### config.mk
export PLATFORM = sky130hd
export DESIGN_NAME = rf_storage_sb
export DESIGN_NICKNAME = d
export VERILOG_FILES = /design/src/rtl/rf_pkg.sv /design/src/rtl/rf_scoreboard.sv /design/src/rtl/rf_storage_sb.sv
export SDC_FILE = /design/constraint.sdc
export NUM_CORES = 1
export LEC_CHECK = 0
export BUFFER_PORTS_ARGS = -buffer_cell sky130_fd_sc_hd__buf_4
export CAP_MARGIN = 15
export CELL_PAD_IN_SITES_DETAIL_PLACEMENT = 2
export CELL_PAD_IN_SITES_GLOBAL_PLACEMENT = 2
export CORE_ASPECT_RATIO = 0.5
export CORE_MARGIN = 2
export CORE_UTILIZATION = 32
export DETAILED_ROUTE_END_ITERATION = 16
export PLACE_DENSITY_LB_ADDON = 0.1
export SLEW_MARGIN = 25
export SYNTH_ARGS = -nofsm -noshare
export SYNTH_HDL_FRONTEND = slang
export SYNTH_SLANG_ARGS = --single-unit
### constraint.sdc
create_clock -name iClk -period 2.65 [get_ports iClk]
set_input_delay 0.1325 -clock iClk [delete_from_list [all_inputs] [get_ports iClk]]
set_output_delay 0.1325 -clock iClk [all_outputs]
set_load 0.02 [all_outputs]
### src/rtl/rf_pkg.sv
// Shared types and helpers for the register file storage and its busy-bit scoreboard.
package rf_pkg;

  localparam int unsigned DEF_ADDR_WIDTH = 4;
  localparam int unsigned DEF_DATA_WIDTH = 32;
  localparam int unsigned DEF_CNT_WIDTH  = 16;
  localparam int unsigned NUM_WORDS      = 2 ** DEF_ADDR_WIDTH;

  typedef logic [DEF_ADDR_WIDTH-1:0] reg_idx_t;
  typedef logic [DEF_DATA_WIDTH-1:0] reg_data_t;

  // r0 is hardwired to zero: never stored, never busy.
  function automatic logic is_r0(input int unsigned idx);
    return idx == 0;
  endfunction

endpackage

### src/rtl/rf_scoreboard.sv
// Busy-bit scoreboard: tracks in-flight destinations, computes issue readiness, flags stray writebacks.
module rf_scoreboard
  import rf_pkg::*;
#(
  parameter int unsigned ADDR_WIDTH = DEF_ADDR_WIDTH
) (
  input  logic                      clk,
  input  logic                      rst_n,
  input  logic                      issue_valid,
  input  logic [ADDR_WIDTH-1:0]     issue_rs1,
  input  logic [ADDR_WIDTH-1:0]     issue_rs2,
  input  logic [ADDR_WIDTH-1:0]     issue_rd,
  input  logic                      issue_rd_wr,
  input  logic                      flush,
  input  logic                      wb_valid,
  input  logic [ADDR_WIDTH-1:0]     wb_addr,
  output logic                      issue_ready_c,
  output logic [2**ADDR_WIDTH-1:1]  busy,
  output logic                      wb_err
);

  localparam int unsigned NUM_ENTRIES = 2 ** ADDR_WIDTH;

  logic [NUM_ENTRIES-1:1] busy_q, busy_d;
  logic                   wb_err_q, wb_err_d;
  logic [NUM_ENTRIES-1:0] busy_full;
  logic                   accept;
  logic                   wb_hit;
  logic                   issue_set;

  // Entry 0 reads as never busy so r0 operands never stall.
  assign busy_full = {busy_q, 1'b0};

  // Readiness, then busy update: clear by WB, clear-all by flush, set by accepted issue (set wins).
  always_comb begin
    busy_d        = busy_q;
    wb_err_d      = wb_err_q;
    issue_ready_c = !flush && !busy_full[issue_rs1] && !busy_full[issue_rs2]
                    && !(issue_rd_wr && busy_full[issue_rd]);
    accept        = issue_valid && issue_ready_c;
    wb_hit        = wb_valid && !is_r0(32'(wb_addr));
    issue_set     = accept && issue_rd_wr && !is_r0(32'(issue_rd));

    for (int unsigned i = 1; i < NUM_ENTRIES; i++) begin
      if (wb_hit && (wb_addr == ADDR_WIDTH'(i))) busy_d[i] = 1'b0;
      if (flush) busy_d[i] = 1'b0;
      if (issue_set && (issue_rd == ADDR_WIDTH'(i))) busy_d[i] = 1'b1;
    end

    if (wb_hit && !busy_full[wb_addr]) wb_err_d = 1'b1;
  end

  always_ff @(posedge clk or negedge rst_n) begin
    if (!rst_n) begin
      busy_q   <= '0;
      wb_err_q <= 1'b0;
    end else begin
      busy_q   <= busy_d;
      wb_err_q <= wb_err_d;
    end
  end

  assign busy   = busy_q;
  assign wb_err = wb_err_q;

endmodule

### src/rtl/rf_storage_sb.sv
// Architectural register storage with busy-bit scoreboard and stall counter for the decode stage.
module rf_storage_sb
  import rf_pkg::*;
#(
  parameter int unsigned ADDR_WIDTH = DEF_ADDR_WIDTH,
  parameter int unsigned DATA_WIDTH = DEF_DATA_WIDTH,
  parameter int unsigned CNT_WIDTH  = DEF_CNT_WIDTH
) (
  input  logic                      iClk,
  input  logic                      iRst_n,
  input  logic                      iIssueValid,
  input  logic [ADDR_WIDTH-1:0]     iIssueRs1,
  input  logic [ADDR_WIDTH-1:0]     iIssueRs2,
  input  logic [ADDR_WIDTH-1:0]     iIssueRd,
  input  logic                      iIssueRdWr,
  output logic                      oIssueReady,
  input  logic                      iFlush,
  input  logic                      iWbValid,
  input  logic [ADDR_WIDTH-1:0]     iWbAddr,
  input  logic [DATA_WIDTH-1:0]     iWbData,
  output logic [DATA_WIDTH-1:0]     oMem [2**ADDR_WIDTH-1:1],
  output logic [2**ADDR_WIDTH-1:1]  oBusy,
  output logic                      oWbErr,
  output logic [CNT_WIDTH-1:0]      oStallCnt
);

  localparam int unsigned NUM_ENTRIES = 2 ** ADDR_WIDTH;

  logic [DATA_WIDTH-1:0] mem_q [NUM_ENTRIES-1:1];
  logic [DATA_WIDTH-1:0] mem_d [NUM_ENTRIES-1:1];
  logic [CNT_WIDTH-1:0]  stall_cnt_q, stall_cnt_d;
  logic                  issue_ready_c;

  rf_scoreboard #(
    .ADDR_WIDTH (ADDR_WIDTH)
  ) u_scoreboard (
    .clk           (iClk),
    .rst_n         (iRst_n),
    .issue_valid   (iIssueValid),
    .issue_rs1     (iIssueRs1),
    .issue_rs2     (iIssueRs2),
    .issue_rd      (iIssueRd),
    .issue_rd_wr   (iIssueRdWr),
    .flush         (iFlush),
    .wb_valid      (iWbValid),
    .wb_addr       (iWbAddr),
    .issue_ready_c (issue_ready_c),
    .busy          (oBusy),
    .wb_err        (oWbErr)
  );

  // Writeback port; there is no entry 0, so an r0 write never matches.
  always_comb begin
    mem_d = mem_q;
    for (int unsigned i = 1; i < NUM_ENTRIES; i++) begin
      if (iWbValid && (iWbAddr == ADDR_WIDTH'(i))) mem_d[i] = iWbData;
    end
  end

  // Saturating count of cycles where decode had an instruction but was held.
  always_comb begin
    stall_cnt_d = stall_cnt_q;
    if (iIssueValid && !issue_ready_c && (stall_cnt_q != {CNT_WIDTH{1'b1}})) begin
      stall_cnt_d = stall_cnt_q + CNT_WIDTH'(1);
    end
  end

  always_ff @(posedge iClk or negedge iRst_n) begin
    if (!iRst_n) begin
      for (int unsigned i = 1; i < NUM_ENTRIES; i++) mem_q[i] <= '0;
      stall_cnt_q <= '0;
    end else begin
      mem_q       <= mem_d;
      stall_cnt_q <= stall_cnt_d;
    end
  end

  assign oMem        = mem_q;
  assign oStallCnt   = stall_cnt_q;
  assign oIssueReady = issue_ready_c;

endmodule
Yosys cells after proc, flatten, opt, wreduce, memory -nomap -nowiden. Cells that the tools add are included.

Register bits: 512. Output and inout port bits: 513. Word-level logic and storage cells: 202.

Multiplexer cells: 53. Add/sub/neg operators: 1. Reduce and logical (&&, ||, !) cells: 81. Equality and inequality tests: 31. $lt $le $gt $ge: 4.

Operators with widths (number): 4-bit == test (second input constant) (16); 1-bit logical AND (56); 1-bit two-way mux (49); 3-bit nonzero test (15); 4-bit by 3-bit == test with 1-bit output (second input constant) (8); 4-bit by 5-bit less-than comparator with 1-bit output (second input constant) (4); 16-bit by 1-bit adder with 16-bit output (second input constant) (1); 1-bit binary-select mux with 4-bit select (4); 4-bit by 2-bit == test with 1-bit output (second input constant) (4); 16-bit inequality test (second input constant) (1); 4-bit by 1-bit == test with 1-bit output (second input constant) (2); 1-bit logical NOT (8); 4-bit logical NOT (2).

Logic depth before layout (Yosys ltp).
Depth after elaboration: 11. Mapped depth: 10.

By module. From an unflattened synthesis, not the netlist that was laid out.

Cells, all modules: 1281. Area, all modules: 20208.1 um^2.

Modules (own cells, without submodules): rf_storage_sb (area each 18771.8 um^2, sequential area each 12411.9 um^2, instances 1, cells each 1140); rf_scoreboard (area each 1436.4 um^2, sequential area each 400.4 um^2, instances 1, cells each 141).

Least setup slack after synthesis. Ideal clock, no wire load.

Path kind: flip-flop to flip-flop. Start point: register u_scoreboard.busy_q (netlist bit u_scoreboard.busy[6]). End point: register stall_cnt_q[1], in the netlist oStallCnt[1]. Arrival: 2.533 ns. Setup slack: -0.008 ns. Cell stages (with the launch flop): 9. Period minus slack after synthesis: 2.658 ns. Buffers on the path: 1. Cell sequence: dfrtp_1 mux2_1 o311ai_0 a311oi_1 a2111o_1 or4_4 buf_6 nand3_1 mux2_2.

Cells in the longest elaborated chain, start to end: 9.

Ends and longest elaborated chain: start, declared (line rf_scoreboard.sv:24) `logic [NUM_ENTRIES-1:1] busy_q, busy_d;`; start signal, assigned (line rf_scoreboard.sv:58) `busy_q <= busy_d;`; 1-bit binary-select mux with 4-bit select (line rf_scoreboard.sv:38) `issue_ready_c = !flush && !busy_full[issue_rs1] && !busy_full[issue_rs2]`; 1-bit two-way mux (implied by the code) (line rf_scoreboard.sv:38); 1-bit logical NOT (line rf_scoreboard.sv:38); 1-bit logical AND (2 in a row) (line rf_scoreboard.sv:38); 1-bit logical AND * (line rf_scoreboard.sv:39) `&& !(issue_rd_wr && busy_full[issue_rd]);`; 1-bit logical NOT * (line rf_storage_sb.sv:63) `if (iIssueValid && !issue_ready_c && (stall_cnt_q != {CNT_WIDTH{1'b1}})) begin`; 1-bit logical AND * (2 in a row) (line rf_storage_sb.sv:63); end signal, assigned (line rf_storage_sb.sv:74) `stall_cnt_q <= stall_cnt_d;`; end, declared (line rf_storage_sb.sv:31) `logic [CNT_WIDTH-1:0] stall_cnt_q, stall_cnt_d;`.

Every way passes the cells marked *; elsewhere a longest branch is shown, timed or not. The select of a mux whose other input is x is not followed. A chain may end at the register's enable or synchronous reset.

Worst setup path after layout.
Start point: register u_scoreboard.busy_q (netlist bit u_scoreboard.busy[3]). End point: output oIssueReady.

Cells in the longest elaborated chain, start to end: 6.

Ends and longest elaborated chain: 1-bit binary-select mux with 4-bit select (line rf_scoreboard.sv:38); 1-bit two-way mux (implied by the code) (line rf_scoreboard.sv:38); 1-bit logical NOT (line rf_scoreboard.sv:38); 1-bit logical AND (2 in a row) (line rf_scoreboard.sv:38); 1-bit logical AND * (line rf_scoreboard.sv:39); end, declared (line rf_storage_sb.sv:16) `output logic oIssueReady,`.

Marked as above.

==> results by group <==
Cells and area
  • Seq. cell area: 0.0128 sq mm
  • Final Util: 0.451
  • Fin area: 0.0276 sq mm
  • Fraction of layout instances using a drive strength above 1: 0.643
  • Area delta synth->final: 38.9%
  • Diode count: 0
  • Fill count: between 5k and 6k
  • Final nets: between 1.5k and 2k
  • Multi-input combinational cell area: a little under 0.007 sq mm

STA
  • Hold Violations, Final: 0
  • Final setup margin: -217 ps
  • Endpoints failing setup: 15
  • Worst slew pin tran: 756 ps
  • Tcrit/Tclk final: 1.08
  • RSZ-0062 raised after global routing: yes
  • Worst hold slack: 64.4 ps
  • Slew Viols, Final: 0
  • Max Clk Rate: 349 MHz
  • Slew headroom: 0.496
  • Skew final: 14.2 ps
  • Final Critical Period: 2870 ps

Min path
  • Hold_sp: iIssueRd[3]
  • Hold Path Class: input port to flip-flop

Synth
  • Gate Count Post-Synth: 1251
  • Mapped Area: 0.0199 sq mm
  • Avg Inst Size Synth: 15.9 sq um
  • Mapped Nets: 1306
  • XOR/XNOR share of the synthesized area: 0.00572
  • Post-Synth Simple-Gate Area: 0.0283
  • Yosys warnings: 0
  • Post-synthesis cell type count: 44
  • Post-synthesis sequential area ratio: 0.644
  • Synth Area in Compound Gates: 0.0119
  • Post-Synth Adder-Cell Area: 0.000629
  • Seq cells post-synth: 512
  • Largest family of logic cells by synthesized area: multiplexers
  • Fraction of synthesized area in multiplexers: 0.289

Placed design
  • Placer Congestion: a little over 0.8
  • Port bufs: around 570
  • Detailed Place HPWL: approximately 52000 um
  • Area of placed instances: 0.0255 sq mm

Clock network
  • Clock Path Buffers: 3
  • CTS tree: yes
  • CTS buffer count: 50
  • Clk_lat worst skew: 580 ps
  • Root buf cell: clkbuf_16
  • Clock Sinks: between 500 and 600
  • CTS clk-pin slew, worst paths: around 70 ps
  • H-tree levels: 2

Routing
  • Detail Route Antenna Nets: 0
  • Final WL: around 73000 um
  • 1st-pass router iterations: 4
  • Drt via density: 4.86
  • Residual DRC: 0
  • Avg WL per Cell: 26.6 um
  • Vias: about 13k
  • Number of DRC markers in iteration 0: 515

Critical path
  • Family with the most delay on the worst path: compound AO/OA/AOI/OAI gates
  • Reg2reg start: u_scoreboard.busy[3]
  • CP Max Fanout: 3
  • Crit-path cells: mux2_2, a221oi_2, nor4b_1, a2111o_1, or4_4, buf_6, inv_2, buf_6
  • Worst setup startpoint: u_scoreboard.busy[3]
  • Crit path buffers/inverters: 3
  • Critical path class: flip-flop to output port
  • Worst EP arrival: 2730 ps
  • Crit path max-delay cell type: or4_4
  • Startpoint types: flip-flop
  • Most common cell on crit path: buf_6
  • Critical path endpoint category: output port
  • Crit path required time: 2520 ps
  • CP peak stage delay: 440 ps

Die
  • I/O pin cnt: roughly 570
  • Chip Width: between 300 and 400 um
  • CORE AREA: 0.0613 sq mm
  • Initial Util: 0.325
  • Std cell rows: 64
  • Die area: 0.0643 sq mm
  • Die Y: between 150 and 200 um

Power and ir drop
  • Peak supply drop: 0.572 mV
  • Total power: ~26000 uW
  • Leak pwr: 0.0130 uW
  • Power Density: 942 mW/mm^2

GRT
  • Gr usage total: 0.224
  • Pin count of the biggest net entering global routing: 81
  • First-pass GRT wire length: 107000 um
  • Initial antenna violation count: 0
  • Vias in the first global route: 14.9k
  • Total grt overflow: 0

Status
  • Failing checks: setup timing
  • Status: finished, violations left

Run
  • Maxcap violations: 0
cells in the final DEF (no fill, tap or decap), drive strengths merged, types with 2 or more instances in the layout:
| cell type | Yosys | routed |
|---|---|---|
| xnor2 | 11 | 11 |
| mux2 | 486 | 486 |
| a32o | 5 | 5 |
| or3 | 3 | 3 |
| and3 | 8 | 8 |
| nand3b | 2 | 2 |
| bufinv | 0 | 2 |
| mux4 | 10 | 10 |
| a221oi | 2 | 2 |
| and4 | 5 | 5 |
| dfrtp | 512 | 512 |
| clkbuf | 88 | 76 |
| nor4 | 2 | 2 |
| nand4 | 8 | 8 |
| buf | 5 | 622 |
| nand2b | 4 | 4 |
| mux2i | 6 | 6 |
| nor2b | 7 | 7 |
| nor2 | 17 | 17 |
| nand3 | 9 | 9 |
| a21o | 9 | 9 |
| dlygate4sd3 | 0 | 40 |
| inv | 8 | 9 |
| clkinv | 0 | 6 |
| nand2 | 10 | 10 |
| xor2 | 2 | 2 |
| nor3 | 4 | 4 |
| nor3b | 12 | 12 |
| a311oi | 3 | 3 |
where the power goes:
group | leakage (uW) | switching (uW) | total (uW) | internal, uW
registers | 0.00631 | 1060 | 10600 | 9580
clock network | 0.000817 | 3150 | 7320 | 4180
logic | 0.00590 | 4440 | 8080 | 3640
total | 0.0130 | 8640 | 26000 | 17400
cell usage after synthesis:
| cell type | number | area share |
|---|---|---|
| a2111o_1 | 1 | 0.00057 |
| a2111oi_0 | 1 | 0.00044 |
| a21boi_0 | 1 | 0.00038 |
| a21o_1 | 9 | 0.0034 |
| a21oi_1 | 1 | 0.00025 |
| a221oi_1 | 2 | 0.00088 |
| a311oi_1 | 3 | 0.0013 |
| a31o_2 | 1 | 0.00044 |
| a31oi_1 | 1 | 0.00031 |
| a32o_1 | 5 | 0.0025 |
| and3_1 | 8 | 0.0025 |
| and4_1 | 5 | 0.0022 |
| buf_2 | 1 | 0.00025 |
| buf_4 | 1 | 0.00038 |
| buf_6 | 3 | 0.0017 |
| clkbuf_1 | 88 | 0.017 |
| dfrtp_1 | 512 | 0.64 |
| ha_1 | 1 | 0.00063 |
| inv_1 | 8 | 0.0015 |
| mux2_1 | 1 | 0.00057 |
| mux2_2 | 485 | 0.27 |
| mux2i_1 | 6 | 0.0030 |
| mux4_2 | 10 | 0.011 |
| nand2_1 | 10 | 0.0019 |
| nand2b_1 | 4 | 0.0013 |
| nand3_1 | 9 | 0.0023 |
| nand3b_1 | 2 | 0.00075 |
| nand4_1 | 8 | 0.0025 |
| nor2_1 | 17 | 0.0032 |
| nor2b_1 | 7 | 0.0022 |
| nor3_1 | 4 | 0.0010 |
| nor3b_1 | 10 | 0.0038 |
| nor3b_4 | 2 | 0.0019 |
| nor4_1 | 1 | 0.00031 |
| nor4_2 | 1 | 0.00063 |
| nor4b_1 | 1 | 0.00044 |
| o21ai_0 | 1 | 0.00025 |
| o21bai_1 | 1 | 0.00038 |
| o311ai_0 | 1 | 0.00044 |
| o31ai_1 | 1 | 0.00038 |
| or3_1 | 3 | 0.00094 |
| or4_4 | 1 | 0.00057 |
| xnor2_1 | 11 | 0.0048 |
| xor2_1 | 2 | 0.00088 |
worst register-to-register path, delay by kind of cell (launching register included):
| family | cells | cell delay, ps |
|---|---|---|
| AO/OA/AOI/OAI | 3 | 800 |
| buffers and inverters | 3 | 440 |
| flip-flops | 1 | 400 |
| multiplexers | 1 | 280 |
| AND/OR/NAND/NOR | 3 | 790 |
stage by stage:
step,std cells,worst slack (ps),setup TNS (ps)
after CTS,2727,-324,-1010
after global placement,2599,-3.58,-3.58
after floorplan,1251,20.8,0
after global routing,2731,-280,-2500
final,2731,-217,-1500
after detailed placement,2599,-137,-1270
repair_timing:
action | in CTS | in global routing
pin swaps | 8 | 9
setup endpoints to repair | 18 | 26
buffers inserted | 2 | 4
resized for setup | 14 | 4
hold buffers | 40 | 0
endpoints found under the hold margin | 560 | 0
cell type report:
class,count,area share
inverters,8,0.00109
repair buffers,662,0.191
multi-input cells,638,0.247
clock buffers,76,0.0557
clock inverters,10,0.00385
well taps,825,0.0373
flip-flops and latches,512,0.464
cells by family (layout without fill, tap and decap cells):
| logic type | count (synthesis) | after routing |
|---|---|---|
| AO/OA/AOI/OAI | 29 | 29 |
| multiplexers | 502 | 502 |
| flip-flops | 512 | 512 |
| buffers and inverters | 101 | 756 |
| XOR/XNOR | 13 | 13 |
| AND/OR/NAND/NOR | 93 | 93 |
| adder cells (fa/ha/maj) | 1 | 1 |
flip-flops by register name, summed over array words and instances (netlist names):
name	count
oStallCnt	16
oMem	480
u_scoreboard.wb_err	1
u_scoreboard.busy	15
final timing paths:
path                                   endpoint  slack (ps)  cells past startpoint
hold reg to reg                   oStallCnt[11]         500                      1
min in group asynchronous             oMem[377]         130                      2
setup reg to reg           u_scoreboard.busy[8]        -130                     10
max in group asynchronous             oMem[385]        1490                      4
setup / recovery                    oIssueReady        -220                      8
hold / removal             u_scoreboard.busy[2]          60                      3
metal layers:
layer	track usage	vias up	wire, um
met5	0	-	0
met4	0.0566	0	1840
met3	0.0338	102	2440
met2	0.430	280	41200
met1	0.257	7238	27300
li1	-	5663	-
Note: power is estimated with default switching activity, not from simulation.
